### src/rtl/map_table_pkg.sv
// Shared widths and types for the rename map table.
package map_table_pkg;

  localparam int unsigned NUM_GEN_REG  = 32;
  localparam int unsigned NUM_PHYS_REG = 64;
  localparam int unsigned PHYS_REG_W   = $clog2(NUM_PHYS_REG);
  localparam int unsigned GEN_REG_W    = $clog2(NUM_GEN_REG);

  typedef logic [PHYS_REG_W-1:0] phys_reg_t;
  typedef logic [GEN_REG_W-1:0]  gen_reg_t;

  // A source is available if its entry is already ready or the CDB completes it this cycle.
  function automatic logic tag_ready(logic rdy, logic cdb_en, phys_reg_t cdb_tag, phys_reg_t tag);
    return rdy | (cdb_en & (cdb_tag == tag));
  endfunction

endpackage

### src/rtl/map_table_if.sv
// Dispatch, CDB and rollback bundle between the rename stage and the map table.
interface map_table_if;
  import map_table_pkg::*;

  logic                          dispatch_en;
  gen_reg_t                      dest_idx;
  phys_reg_t                     free_reg;
  gen_reg_t                      rs1_idx;
  gen_reg_t                      rs2_idx;
  logic                          cdb_en;
  phys_reg_t                     cdb_tag;
  logic                          rollback_en;
  phys_reg_t [NUM_GEN_REG-1:0]   arch_map;
  phys_reg_t                     T1;
  phys_reg_t                     T2;
  logic                          T1_ready;
  logic                          T2_ready;
  phys_reg_t                     T_old;

  modport master (
    output dispatch_en, dest_idx, free_reg, rs1_idx, rs2_idx,
           cdb_en, cdb_tag, rollback_en, arch_map,
    input  T1, T2, T1_ready, T2_ready, T_old
  );

  modport slave (
    input  dispatch_en, dest_idx, free_reg, rs1_idx, rs2_idx,
           cdb_en, cdb_tag, rollback_en, arch_map,
    output T1, T2, T1_ready, T2_ready, T_old
  );

endinterface

### src/rtl/map_table_entry.sv
// One architectural register's mapping: tag plus ready bit,
// updated with rollback > dispatch write > CDB priority.
module map_table_entry
  import map_table_pkg::*;
(
  input  logic      clock,
  input  logic      reset,
  input  phys_reg_t rst_tag_i,
  input  logic      rollback_i,
  input  phys_reg_t arch_tag_i,
  input  logic      wr_en_i,
  input  phys_reg_t wr_tag_i,
  input  logic      cdb_en_i,
  input  phys_reg_t cdb_tag_i,
  output phys_reg_t tag_o,
  output logic      ready_o
);

  phys_reg_t tag_q, tag_d;
  logic      ready_q, ready_d;

  always_comb begin
    tag_d   = tag_q;
    ready_d = ready_q;
    if (rollback_i) begin
      tag_d   = arch_tag_i;
      ready_d = 1'b1;
    end else if (wr_en_i) begin
      // A fresh destination is never ready, whatever the CDB carries this cycle.
      tag_d   = wr_tag_i;
      ready_d = 1'b0;
    end else if (cdb_en_i && (cdb_tag_i == tag_q)) begin
      ready_d = 1'b1;
    end
  end

  always_ff @(posedge clock or negedge reset) begin
    if (!reset) begin
      tag_q   <= rst_tag_i;
      ready_q <= 1'b1;
    end else begin
      tag_q   <= tag_d;
      ready_q <= ready_d;
    end
  end

  assign tag_o   = tag_q;
  assign ready_o = ready_q;

endmodule

### src/rtl/map_table.sv
// Register rename map table: combinational source/old-dest lookup with CDB
// ready bypass over an array of map_table_entry registers.
module map_table
  import map_table_pkg::*;
(
  input  logic          clock,
  input  logic          reset,
  map_table_if.slave    bus
);

  phys_reg_t                tags   [NUM_GEN_REG];
  logic [NUM_GEN_REG-1:0]   readys;
  logic [NUM_GEN_REG-1:0]   wr_en;

  // Entry 0 ($zero) is left out of the write decode.
  always_comb begin
    wr_en = '0;
    for (int unsigned i = 1; i < NUM_GEN_REG; i++) begin
      wr_en[i] = bus.dispatch_en && (bus.dest_idx == gen_reg_t'(i));
    end
  end

  for (genvar g = 0; g < NUM_GEN_REG; g++) begin : g_entry
    map_table_entry u_entry (
      .clock      (clock),
      .reset      (reset),
      .rst_tag_i  (phys_reg_t'(g)),
      .rollback_i (bus.rollback_en),
      .arch_tag_i (bus.arch_map[g]),
      .wr_en_i    (wr_en[g]),
      .wr_tag_i   (bus.free_reg),
      .cdb_en_i   (bus.cdb_en),
      .cdb_tag_i  (bus.cdb_tag),
      .tag_o      (tags[g]),
      .ready_o    (readys[g])
    );
  end

  always_comb begin
    bus.T1       = tags[bus.rs1_idx];
    bus.T2       = tags[bus.rs2_idx];
    bus.T_old    = tags[bus.dest_idx];
    bus.T1_ready = tag_ready(readys[bus.rs1_idx], bus.cdb_en, bus.cdb_tag, tags[bus.rs1_idx]);
    bus.T2_ready = tag_ready(readys[bus.rs2_idx], bus.cdb_en, bus.cdb_tag, tags[bus.rs2_idx]);
  end

endmodule

### src/flat_wrapper.sv
// flat-port wrapper written by rule: the top's interface ports become plain ports
module map_table_flat import map_table_pkg::*;
  (clock, reset, bus_dispatch_en, bus_dest_idx, bus_free_reg, bus_rs1_idx, bus_rs2_idx, bus_cdb_en, bus_cdb_tag, bus_rollback_en, bus_arch_map, bus_T1, bus_T2, bus_T1_ready, bus_T2_ready, bus_T_old);
  map_table_if bus_i ();
  input  logic clock;
  input  logic reset;
  input wire logic [$bits(bus_i.dispatch_en)-1:0] bus_dispatch_en;
  input wire logic [$bits(bus_i.dest_idx)-1:0] bus_dest_idx;
  input wire logic [$bits(bus_i.free_reg)-1:0] bus_free_reg;
  input wire logic [$bits(bus_i.rs1_idx)-1:0] bus_rs1_idx;
  input wire logic [$bits(bus_i.rs2_idx)-1:0] bus_rs2_idx;
  input wire logic [$bits(bus_i.cdb_en)-1:0] bus_cdb_en;
  input wire logic [$bits(bus_i.cdb_tag)-1:0] bus_cdb_tag;
  input wire logic [$bits(bus_i.rollback_en)-1:0] bus_rollback_en;
  input wire logic [$bits(bus_i.arch_map)-1:0] bus_arch_map;
  output wire logic [$bits(bus_i.T1)-1:0] bus_T1;
  output wire logic [$bits(bus_i.T2)-1:0] bus_T2;
  output wire logic [$bits(bus_i.T1_ready)-1:0] bus_T1_ready;
  output wire logic [$bits(bus_i.T2_ready)-1:0] bus_T2_ready;
  output wire logic [$bits(bus_i.T_old)-1:0] bus_T_old;
  assign bus_i.dispatch_en = bus_dispatch_en;
  assign bus_i.dest_idx = bus_dest_idx;
  assign bus_i.free_reg = bus_free_reg;
  assign bus_i.rs1_idx = bus_rs1_idx;
  assign bus_i.rs2_idx = bus_rs2_idx;
  assign bus_i.cdb_en = bus_cdb_en;
  assign bus_i.cdb_tag = bus_cdb_tag;
  assign bus_i.rollback_en = bus_rollback_en;
  assign bus_i.arch_map = bus_arch_map;
  assign bus_T1 = bus_i.T1;
  assign bus_T2 = bus_i.T2;
  assign bus_T1_ready = bus_i.T1_ready;
  assign bus_T2_ready = bus_i.T2_ready;
  assign bus_T_old = bus_i.T_old;
  map_table u_core (.clock(clock), .reset(reset), .bus(bus_i));
endmodule
### config.mk
export PLATFORM = sky130hd
export DESIGN_NAME = map_table_flat
export DESIGN_NICKNAME = d
export VERILOG_FILES = /design/src/rtl/map_table_pkg.sv /design/src/rtl/map_table_if.sv /design/src/rtl/map_table_entry.sv /design/src/rtl/map_table.sv /design/src/flat_wrapper.sv
export SDC_FILE = /design/constraint.sdc
export NUM_CORES = 1
export LEC_CHECK = 0
export CAP_MARGIN = 10
export CORE_ASPECT_RATIO = 1.25
export CORE_UTILIZATION = 40
export DETAILED_ROUTE_END_ITERATION = 12
export REMOVE_ABC_BUFFERS = 1
export SKIP_LAST_GASP = 1
export SLEW_MARGIN = 20
export SYNTH_ARGS = -nofsm -noshare
export SYNTH_HDL_FRONTEND = slang
export SYNTH_SLANG_ARGS = --single-unit
### constraint.sdc
create_clock -name clock -period 7.72 [get_ports clock]
set_clock_uncertainty 0.1 [all_clocks]
set_input_delay 1.544 -clock clock [delete_from_list [all_inputs] [get_ports clock]]
set_output_delay 1.544 -clock clock [all_outputs]
set_load 0.02 [all_outputs]
==> results.yml <==
clock_tree:
  clk_pin_slew_ps: 60
  cts_setup_buffers: 0
  cts_buffer_depth: 3
  cts_buffers: 25
  cts_root_buf: "clkbuf_16"
  clk_latency_ps: 540
  cts_tree: "yes"
  htreeDepth: 1
  clkSinkCount: 223
  ctsResizeCount: 0
  cts_hold_buf: 0
routing:
  vias: 15300
  wl_met3_mm: 5.26
  drt_iter0_drc: 1288
  wl_met1_mm: 30.6
  route.met2.wl_mm: 36.9
  wl_per_cell_um: 30.9
  postRouteAntennaNets: 0
  drc_errors: 0
  highest_layer: "met5"
  finalWirelength_mm: 75.3
  firstDrtPassIters: 5
  viasPerCell: 6.28
setup_path:
  reg2regPathDepth: 5
  cp.required_ps: 6080
  cp_data_arrival_time_ps: 5440
  crit_type: "input pin to output port"
  rr_startpoint: "u_core.g_entry[28].u_entry.tag_o[2]"
  reg2reg_to: "u_core.g_entry[28].u_entry.ready_o"
  crit_family: "buffers and inverters"
  start_kind: "input pin"
  critPathBufInv: 3
  cp_slowest_stage_delay_ps: 680
  cp_slowest_cell: "nor2b_1"
  crit_path_end_kind: "output port"
  reg2reg_slack_ps: 6110
  cp_cell_sequence: "clkdlybuf4s50_1 -> buf_4 -> nor2b_1 -> a22oi_1 -> a22oi_1 -> nand3_1 -> nor3b_1 -> o211ai_1 -> o31ai_1 -> clkdlybuf4s50_1"
  crit_fanout: 11
sta:
  final.period_utilization: 0.917
  setup-tns-final_ps: 0
  period_minus_slack_ps: 7080
  setup_viol: 0
  drv_slew: 0
  finalHoldViolations: 0
  fmax_mhz: 141
  rsz0062_at_grt: "false"
  hold_slack_ps: 431
  tightestPinTransition_ps: 1330
  slew_headroom: 0.106
power:
  leakage_uw: 0.00841
  netSwitchingPower_uw: 1230
  power_switching_share: 0.332
  p_comb_frac: 0.278
  ir_drop_uv: 155
  pwr-share-seq: 0.406
  power_density_nw_per_um2: 174
  p_clk_frac: 0.316
  internal_power_uw: 2470
layout:
  final_nets: 2073
  drive_above_1_share: 0.192
  final_util: 0.490
  syn_to_final_growth_pct: 19.9
logic_synthesis:
  synth_cell_types: 53
  synth_area_leaders: "mux4_2 18%, dfstp_2 16%, dfrtp_1 16%"
  ys_seq_elements: 223
  yosys_warnings: 0
  yosysMostFrequentCell: "mux2i_1"
  synth_top_area_cell: "mux4_2"
  netlist_area_um2: 17700
  synth_area_per_cell_um2: 10.4
  async_flop_share: 1.00
  synthFlopType: "dfrtp_1"
  ys_seq_area_frac: 0.322
  synthTopCellsByCount: "255 x mux2i_1, 215 x nand2_1, 206 x o21ai_0"
  syn_inst: 1702
  synth_enable_flop_cells: 0
  synth_top_area_share: 0.178
run:
  maxCapViolCount: 0
floorplan:
  die_area_um2: 45200
  chipWidth_um: 190
  core-area_um2: 43400
  start_util: 0.409
  die_h_um: 237
  pin_count: 244
  num_rows: 85
run_status:
  outcome: "completed"
worst_hold_path:
  hold_path.startpoint: "u_core.g_entry[27].u_entry.ready_o"
  min_to: "u_core.g_entry[27].u_entry.ready_o"
  hold_path_class: "flip-flop to flip-flop"
  whs_path_depth: 2
global_routing:
  grt_overflow_total: 0
  grt_pass1_wl_mm: 108
  antenna_found_initial: 6
  grt_max_degree: 186
  grt_pass1_vias: 15400
  grtUsageTotal: 0.333
placement:
  gp_congestion: 0.949
  io_buffers: 243
  hpwl_mm: 55.4
[metal layers]
| metal | up-vias | global-route usage |
|---|---|---|
| met2 | 720 | 0.563 |
| met5 | - | 0 |
| met4 | 6 | 0.106 |
| li1 | 6552 | - |
| met3 | 136 | 0.0579 |
| met1 | 7874 | 0.432 |
[worst max path at each step]
stage / from / to / slack [ps] / cells past startpoint
2_1_floorplan: bus_rs1_idx[2] / bus_T1_ready / 2500 / 7
3_3_place_gp: bus_rs2_idx[4] / bus_T2_ready / 820 / 10
3_5_place_dp: bus_rs2_idx[4] / bus_T2_ready / 800 / 10
4_1_cts: bus_rs2_idx[4] / bus_T2_ready / 780 / 10
5_1_grt: bus_rs2_idx[4] / bus_T2_ready / 580 / 10
6_report: bus_rs2_idx[4] / bus_T2_ready / 640 / 10
[power by group through the flow]
stage	Clock, uW	Sequential [uW]	Combinational (uW)
global route	1230	1500	1090
CTS	1180	1490	1020
global placement	0	1500	1010
floorplan	0	1410	514
finish	1170	1500	1030
detailed placement	0	1510	1020
[cell families after synthesis]
group	after synthesis	share of synthesized area
and+or+nand+nor	403	0.106
xor gates and xnor gates	196	0.0968
buffers and inverters	169	0.0423
muxes	409	0.332
DFF	223	0.322
AOI/OAI and AO/OA	302	0.0996
[worst min-delay path: stages (launching register included)]
cell and delay, ps:
dfstp_2 370, nor2_1 90, o21bai_1 60
[sequential cells by signal, indices dropped and copies added (netlist names)]
register,count
u_core.g_entry.u_entry.ready_o,31
u_core.g_entry.u_entry.tag_o,192
[area by class of cell]
cell class	instances	area (um2)
Antenna cell	2	5.00
Fill cell	4083	22100
Sequential cell	223	5720
Tap cell	565	707
Clock buffer	38	714
Timing Repair Buffer	279	2720
Clock inverter	7	65.1
Multi-Input combinational cell	1310	11300
Inverter	10	37.5
[stage by stage]
step	area, um2	worst slack, ps	power, uW	std cells
final	21300	637	3690	2434
after global routing	21300	583	3820	2432
after CTS	21200	775	3700	2432
after detailed placement	20500	796	2520	2387
after global placement	20500	819	2510	2387
after floorplan	17000	2500	1920	1543
[placed cells by master (no fill, tap or decap), drive strengths merged, types with 2 or more instances in the layout]
master and instances:
a211oi 4, a21oi 10, a22oi 17, and3 8
diode 2, mux2 12, nor2 41, nand4b 3
a31oi 3, dfrtp 112, clkinv 6, nand4 36
mux4 142, inv 8, o2111ai 2, mux2i 255
nor4 32, o21a 2, xor2 97, o211ai 10
o21ai 206, nand2 215, clkbuf 39, clkdlybuf4s50 227
a221oi 18, nor3 6, nand3 13, nor2b 12
xnor2 99, o21bai 16, or2 2, buf 51
or3 3, dfstp 111, a2bb2oi 5, clkinvlp 2
and2 4, o22ai 2, nand2b 23, nor3b 3
(Power assumes the default switching activity.)
